`src/rtl/fetch_pkg.sv`:
```
// Shared fetch/decode definitions: fetch FSM states,
// the NOP encoding and the opcode map used by the control unit.
package fetch_pkg;

  typedef enum logic [1:0] {
    ST_ISSUE = 2'd0,
    ST_WAIT  = 2'd1,
    ST_HOLD  = 2'd2
  } fetch_state_e;

  localparam logic [23:0] NOP_INSTR = 24'h000000;

  localparam logic [3:0] OP_R  = 4'b0001;
  localparam logic [3:0] OP_I  = 4'b0010;
  localparam logic [3:0] OP_BR = 4'b1000;
  localparam logic [3:0] OP_J  = 4'b0100;
  localparam logic [3:0] OP_LD = 4'b1100;
  localparam logic [3:0] OP_ST = 4'b0011;

endpackage

```
`src/rtl/fetch_stage_ifid.sv`:
```
// IF/ID pipeline register: flush beats stall beats load;
// an edge with nothing to load inserts a NOP bubble.
module ifid_reg
  import fetch_pkg::*;
#(
  parameter int PC_W    = 16,
  parameter int INSTR_W = 24
) (
  input  logic               clk,
  input  logic               rst_n,
  input  logic               i_flush,
  input  logic               i_stall,
  input  logic               i_load,
  input  logic [INSTR_W-1:0] i_instr,
  input  logic [PC_W-1:0]    i_pc,
  input  logic [PC_W-1:0]    i_pc_plus1,
  output logic               o_valid,
  output logic [INSTR_W-1:0] o_instr,
  output logic [PC_W-1:0]    o_pc,
  output logic [PC_W-1:0]    o_pc_plus1
);

  logic               r_valid;
  logic [INSTR_W-1:0] r_instr;
  logic [PC_W-1:0]    r_pc;
  logic [PC_W-1:0]    r_pc_plus1;

  always_ff @(posedge clk or negedge rst_n) begin
    if (!rst_n) begin
      r_valid    <= 1'b0;
      r_instr    <= INSTR_W'(NOP_INSTR);
      r_pc       <= '0;
      r_pc_plus1 <= '0;
    end else if (i_flush) begin
      r_valid <= 1'b0;
      r_instr <= INSTR_W'(NOP_INSTR);
    end else if (!i_stall) begin
      if (i_load) begin
        r_valid    <= 1'b1;
        r_instr    <= i_instr;
        r_pc       <= i_pc;
        r_pc_plus1 <= i_pc_plus1;
      end else begin
        // bubble keeps the last pc so decode still sees a sane address
        r_valid <= 1'b0;
        r_instr <= INSTR_W'(NOP_INSTR);
      end
    end
  end

  assign o_valid    = r_valid;
  assign o_instr    = r_instr;
  assign o_pc       = r_pc;
  assign o_pc_plus1 = r_pc_plus1;

endmodule

```
`src/rtl/fetch_stage.sv`:
```
// Instruction fetch: PC, single-outstanding imem handshake,
// redirect kill of in-flight fetch, and the IF/ID register.
module fetch_stage
  import fetch_pkg::*;
#(
  parameter int              PC_W     = 16,
  parameter int              INSTR_W  = 24,
  parameter logic [PC_W-1:0] RESET_PC = '0
) (
  input  logic               clk,
  input  logic               rst_n,
  output logic               imem_req,
  output logic [PC_W-1:0]    imem_addr,
  input  logic               imem_rvalid,
  input  logic [INSTR_W-1:0] imem_rdata,
  input  logic               stall,
  input  logic               flush,
  input  logic               redirect_valid,
  input  logic [PC_W-1:0]    redirect_pc,
  output logic               ifid_valid,
  output logic [INSTR_W-1:0] ifid_instr,
  output logic [PC_W-1:0]    ifid_pc,
  output logic [PC_W-1:0]    ifid_pc_plus1
);

  fetch_state_e       r_state;
  logic [PC_W-1:0]    r_pc;
  logic               r_kill;
  logic [INSTR_W-1:0] r_buf;

  logic [PC_W-1:0]    w_pc_plus1;
  logic               w_hit;
  logic               w_load;
  logic [INSTR_W-1:0] w_instr;

  assign w_pc_plus1 = r_pc + PC_W'(1);
  assign w_hit      = (r_state == ST_WAIT) && imem_rvalid && !r_kill;
  assign w_load     = !redirect_valid && !stall
                    && (w_hit || (r_state == ST_HOLD));
  assign w_instr    = (r_state == ST_HOLD) ? r_buf : imem_rdata;

  assign imem_req  = rst_n && (r_state == ST_ISSUE);
  assign imem_addr = r_pc;

  always_ff @(posedge clk or negedge rst_n) begin
    if (!rst_n) begin
      r_state <= ST_ISSUE;
      r_pc    <= RESET_PC;
      r_kill  <= 1'b0;
      r_buf   <= '0;
    end else begin
      if (w_load)
        r_pc <= w_pc_plus1;
      if (redirect_valid)
        r_pc <= redirect_pc;
      unique case (r_state)
        ST_ISSUE: begin
          // the request at the old pc still goes out; its data is killed
          r_state <= ST_WAIT;
          r_kill  <= redirect_valid;
        end
        ST_WAIT: begin
          if (imem_rvalid) begin
            r_kill <= 1'b0;
            if (r_kill || redirect_valid || !stall) begin
              r_state <= ST_ISSUE;
            end else begin
              r_buf   <= imem_rdata;
              r_state <= ST_HOLD;
            end
          end else if (redirect_valid) begin
            r_kill <= 1'b1;
          end
        end
        ST_HOLD: begin
          if (redirect_valid || !stall)
            r_state <= ST_ISSUE;
        end
        default: r_state <= ST_ISSUE;
      endcase
    end
  end

  ifid_reg #(
    .PC_W    (PC_W),
    .INSTR_W (INSTR_W)
  ) u_ifid (
    .clk        (clk),
    .rst_n      (rst_n),
    .i_flush    (flush),
    .i_stall    (stall),
    .i_load     (w_load),
    .i_instr    (w_instr),
    .i_pc       (r_pc),
    .i_pc_plus1 (w_pc_plus1),
    .o_valid    (ifid_valid),
    .o_instr    (ifid_instr),
    .o_pc       (ifid_pc),
    .o_pc_plus1 (ifid_pc_plus1)
  );

endmodule

```
`config.mk`:
```
export PLATFORM = sky130hd
export DESIGN_NAME = fetch_stage
export DESIGN_NICKNAME = d
export VERILOG_FILES = /design/src/rtl/fetch_pkg.sv /design/src/rtl/fetch_stage_ifid.sv /design/src/rtl/fetch_stage.sv
export SDC_FILE = /design/constraint.sdc
export NUM_CORES = 1
export LEC_CHECK = 0
export CORE_MARGIN = 1.5
export CORE_UTILIZATION = 49
export DETAILED_ROUTE_END_ITERATION = 16
export PLACE_DENSITY = 0.77
export REMOVE_ABC_BUFFERS = 1
export SYNTH_ARGS = -nofsm -noshare
export SYNTH_HDL_FRONTEND = slang
export SYNTH_SLANG_ARGS = --single-unit
```
`constraint.sdc`:
```
create_clock -name clk -period 1.95 [get_ports clk]
set_input_delay 0.585 -clock clk [delete_from_list [all_inputs] [get_ports clk]]
set_output_delay 0.585 -clock clk [all_outputs]
set_load 0.02 [all_outputs]
```
Word level (Yosys, flattened, before mapping):

Index checks and enable logic that the tools add are counted.

* word-level logic and storage cells: 53
* register bits after elaboration: 100
* output and inout port bits: 74
* bits of input ports: 46

* add/sub/neg operators: 1
* reduce and logical (&&, ||, !) cells: 19
* bitwise operators: 3
* equal/unequal tests: 6
* multiplexer cells: 16

Operators with widths (count)
* 24-bit 2-to-1 mux: 4
* 16-bit 2-to-1 mux: 2
* 16-bit by 1-bit adder with 16-bit output, second input constant: 1
* 2-bit 2-to-1 mux: 3
* 2-bit case mux with 3 select lines: 1
* 3-bit AND reduction: 2
* 1-bit logical AND: 5
* 1-bit 2-to-1 mux: 5
* 1-bit logical OR: 4
* 2-bit by 1-bit != test with 1-bit output, second input constant: 2
* 2-bit AND reduction: 2
* 2-bit nonzero test: 2
* 1-bit logical NOT: 3
* 3-bit != test, second input constant: 1
* 1-bit inverter: 3
* 2-bit by 1-bit == test with 1-bit output, second input constant: 1
* 2-bit == test, second input constant: 1
* 2-bit logical NOT: 1
* 2-bit != test, second input constant: 1
* 1-bit case mux with 2 select lines: 1

Logic depth before layout (Yosys ltp):

* depth in word-level cells: 8
* depth in mapped cells: 7
* depth with buffers taken out: 5

By module:

From an unflattened synthesis, not the netlist that was laid out.

* cell total of the unflattened synthesis: 468
* area, all modules: 4803.4 µm²

By module, submodules not included
* fetch_stage: area each 2514.9 µm², instances 1, cells an instance 290, sequential area each 1076.0 µm²
* ifid_reg: area each 2288.4 µm², instances 1, cells an instance 178, sequential area each 1426.4 µm²

Worst setup path before layout:

OpenSTA, ideal clock, no wires.

* kind: register to register
* start: register r_pc[4] (netlist: imem_addr[4])
* end: register r_pc[15] (netlist: imem_addr[15])
* path slack: 4 ps
* buffers on the path: 1
* required time: 1826 ps
* clock period less this slack: 1946 ps
* setup time: 124 ps
* stages on the path, launching flop included: 6
* arrival: 1823 ps
* path through: dfrtp_1 > buf_2 > nand4_4 > or4_4 > o21a_1 > o31a_1

* word-level cells in the longest chain between the ends: 3

RTL lines
* from (decl): line fetch_stage.sv:27 `logic [PC_W-1:0] r_pc;`
* from (signal assigned): line fetch_stage.sv:53 `r_pc <= w_pc_plus1;`
* from (signal assigned): line fetch_stage.sv:55 `r_pc <= redirect_pc;`
* 16-bit by 1-bit adder with 16-bit output: line fetch_stage.sv:36 `assign w_pc_plus1 = r_pc + PC_W'(1);`
* 16-bit 2-to-1 mux: line fetch_stage.sv:52 `if (w_load)`
* 16-bit 2-to-1 mux: line fetch_stage.sv:54 `if (redirect_valid)`

Every way passes these cells. The select of a mux whose other input is x is not followed.
A chain may end at the register's enable or synchronous reset.

Worst setup path after layout:

* start: register u_ifid.r_pc[9] (netlist: u_ifid.o_pc[9])
* end: output port ifid_pc[9]

RTL lines
* from (decl): line fetch_stage_ifid.sv:25 `logic [PC_W-1:0] r_pc;`
* from (signal assigned): line fetch_stage_ifid.sv:41 `r_pc <= i_pc;`
* to (decl): line fetch_stage.sv:22 `output logic [PC_W-1:0] ifid_pc,`

No word-level cell between the ends.

==> metrics.md <==
| Metric | Value |
|---|---|
| WP data arrival | 1.35 ns |
| Max incr delay on CP | 0.62 ns |
| Setup bufs post-CTS | 0 |
| Max VDD drop | 0.648 mV |
| Starting Density | 51.3% |
| Via density | 5.42 |
| P_leak | 0.00336 uW |
| Fmax | 0.517 GHz |
| CTS tree | yes |
| Final period util | 99.1% |
| HPWL after detailed placement | 7950 microns |
| Worst r2r dst | imem_addr[15] |
| Nets | 604 |
| Routed Antenna Nets | 0 |
| M2 GR Usage | 38.2% |
| Multi-input logic area | 1940 sq um |
| DRT Wirelength | 11300 microns |
| Critical-path cell list | clkdlybuf4s50_1 |
| Slowest CP cell | clkdlybuf4s50_1 |
| Filler cells | 645 |
| Initial antenna violation count | 0 |
| GR Util met1 | 30.6% |
| Post-synth ARST share | 100% |
| Register area | 2500 sq um |
| Sequential area share after synthesis | 55.1% |
| H-tree depth | 3 |
| Chip Height | 99.2 microns |
| Delay-heaviest family, CP | buffers and inverters |
| Layer with the highest usage | met2 |
| CTS buffer count | 9 |
| Synth area leader | dfrtp_1 |
| Register-to-register setup slack | 0.10 ns |
| Max-slew headroom | 35.5% |
| First-pass GRT wire length | 18000 microns |
| IO Count | 120 |
| Clock Sinks | 100 |
| Total track usage | 23.1% |
| Yosys reg bits | 100 |
| Final setup skew | 0.0174 ns |
| GP Congestion | 0.858 |
| Max-cap viol count | 0 |
| Unrepaired setup endpoints after global routing | true |
| DRT Pass-1 Iters | 4 |
| Measured slew at the worst slew-check pin | 0.967 ns |
| Post-DR wirelength/cell | 16.8 microns |
| Detailed-route via count | 3631 |
| Worst skew pair latency | 0.37 ns |
| Worst setup SP type | flip-flop |
| CP max FO | 2 |
| Num rows | 34 |
| Worst Hold Class | in2async |
| Share of layout cells above drive strength 1 | 20.8% |
| Synth Cell Area | 4540 sq um |
| Largest net degree at the start of global routing | 77 |
| Top_reg_cell synth | dfrtp_1 |
| Average cell area after synthesis | 11.1 sq um |
| Top-area cell type share of the netlist area | 55.1% |
| PD cells | 918 nW/um^2 |
| # DRC | 0 |
| Area contributors post-synth | dfrtp_1 55%, mux2_2 9.7%, o21ai_0 6.1% |
| CTS root buffer | clkbuf_8 |
| Hold Vio Cnt, Final | 0 |
| Global route total overflow | 0 |
| Final Critical Period | 1.93 ns |
| Clock buffer depth | 2 |
| Warning count from the yosys run | 0 |
| Global routing met3 resource utilization | 6.25% |
| Critical path data required time | 1.36 ns |
| Critical path class | reg2out |
| Max Slew Vio Count | 0 |
| Vias in the first global route | 3686 |
| Die ar. | 9850 sq um |
| Yosys cell types | 42 |
| DIE WIDTH | 99.2 microns |
| Post-Syn Instances | 409 |
| CP Buf/Inv Count | 1 |
| Core area | 8850 sq um |
| Status | finished, final reports clean |
| Most numerous cell in the Yosys netlist | dfrtp_1 |
| Initial DRC Count | 176 |
| Worst-path clk slew | 0.11 ns |
| Hold-fix buffers, CTS | 0 |
| Antenna Cells | 0 |
| Layout area overhead | 41.7% |
| Endpoint class of the critical path | output pin |
| Post-synth EDFFs | 0 |
| I/O Buffers | 119 |
| Worst r2r src | imem_addr[4] |
| Final setup viols | 0 |
| Setup TNS | 0 ns |
| WHS | 0.208 ns |
| Reg2reg path depth | 4 |
| Top post-synthesis cells by count | 100 x dfrtp_1, 66 x nand2_1, 55 x o21ai_0 |
==> state kept, by name, summed over array words and instances, names as in the netlist <==
name               cells
u_ifid.o_valid         1
imem_addr             16
r_state                2
u_ifid.o_instr        24
u_ifid.o_pc           16
r_kill                 1
u_ifid.o_pc_plus1     16
r_buf                 24
==> cells by family after synthesis <==
logic type               synth area share (%)
AND/OR/NAND/NOR                          11.1
flip-flops                               55.1
buffers and inverters                    3.20
adder cells (fa/ha/maj)                 0.276
AO/OA/AOI/OAI                            10.2
XOR/XNOR                                 4.63
multiplexers                             15.4
==> through the flow <==
stage	instances	util (%)	instance area [sq um]	setup WS, ns	total power, uW
final	670	72.7	6430	0.0172	5910
after global routing	670	72.7	6430	-0.0949	6210
after CTS	670	71.1	6290	0.000921	5970
after detailed placement	654	69.3	6130	-0.360	4740
after global placement	654	69.3	6130	-0.283	4660
after floorplan	380	-	4410	-2.61	3720
==> layout by cell type, fill, tap and decap left out, types with 2 or more instances in the layout <==
cell type,count
mux2i_1,26
nand2b_1,2
clkdlybuf4s50_1,50
o21ai_0,55
xor2_1,4
nor2_1,10
inv_1,4
dfrtp_1,100
inv_8,2
nand3_1,5
nand4_1,2
nand2_1,66
a21oi_1,4
nor3_1,5
or4_4,2
buf_4,46
dlymetal6s2s_1,42
a31oi_1,2
o31a_1,2
buf_12,2
mux2_2,39
xnor2_1,20
clkinv_4,2
dlygate4sd2_1,25
nor4_1,2
clkbuf_8,10
a211oi_1,2
a2111oi_1,6
==> power breakdown <==
group | internal [uW] | switching [uW]
combinational | 892 | 886
sequential | 2540 | 280
clock | 527 | 778
total | 3960 | 1940
==> worst max-delay path by stage <==
stage | start | to | slack, ns | cells after the start
floorplan | r_state[1] | u_ifid.o_pc[0] | -2.61 | 3
global placement | imem_rvalid | imem_addr[5] | -0.28 | 7
detailed placement | imem_rvalid | imem_addr[8] | -0.36 | 7
CTS | u_ifid.o_pc[3] | ifid_pc[3] | 0.0009 | 1
global route | imem_rvalid | imem_addr[10] | -0.09 | 7
finish | u_ifid.o_pc[9] | ifid_pc[9] | 0.02 | 1
==> layout make-up <==
cell class	instances	share of cell area, %
clock buffer	10	2.14
tap	108	2.10
inverter	4	0.233
clock inverter	6	0.875
timing repair buffer	166	25.5
sequential	100	38.9
multi-input combinational	276	30.2
==> timing repair <==
item | in CTS | in global routing
endpoints found under the setup margin | 26 | 54
resized for setup | 29 | 54
hold endpoints to repair | 0 | 0
==> routing by layer <==
layer  part of all wire (%)  vias up  wire length, microns
met5                      0        -                     0
met4                   0.73        0                    82
met3                    6.8       10                   764
met2                     48      129                  5380
met1                     45     1773                  5030
li1                       -     1719                     -
(Power assumes the default switching activity.)
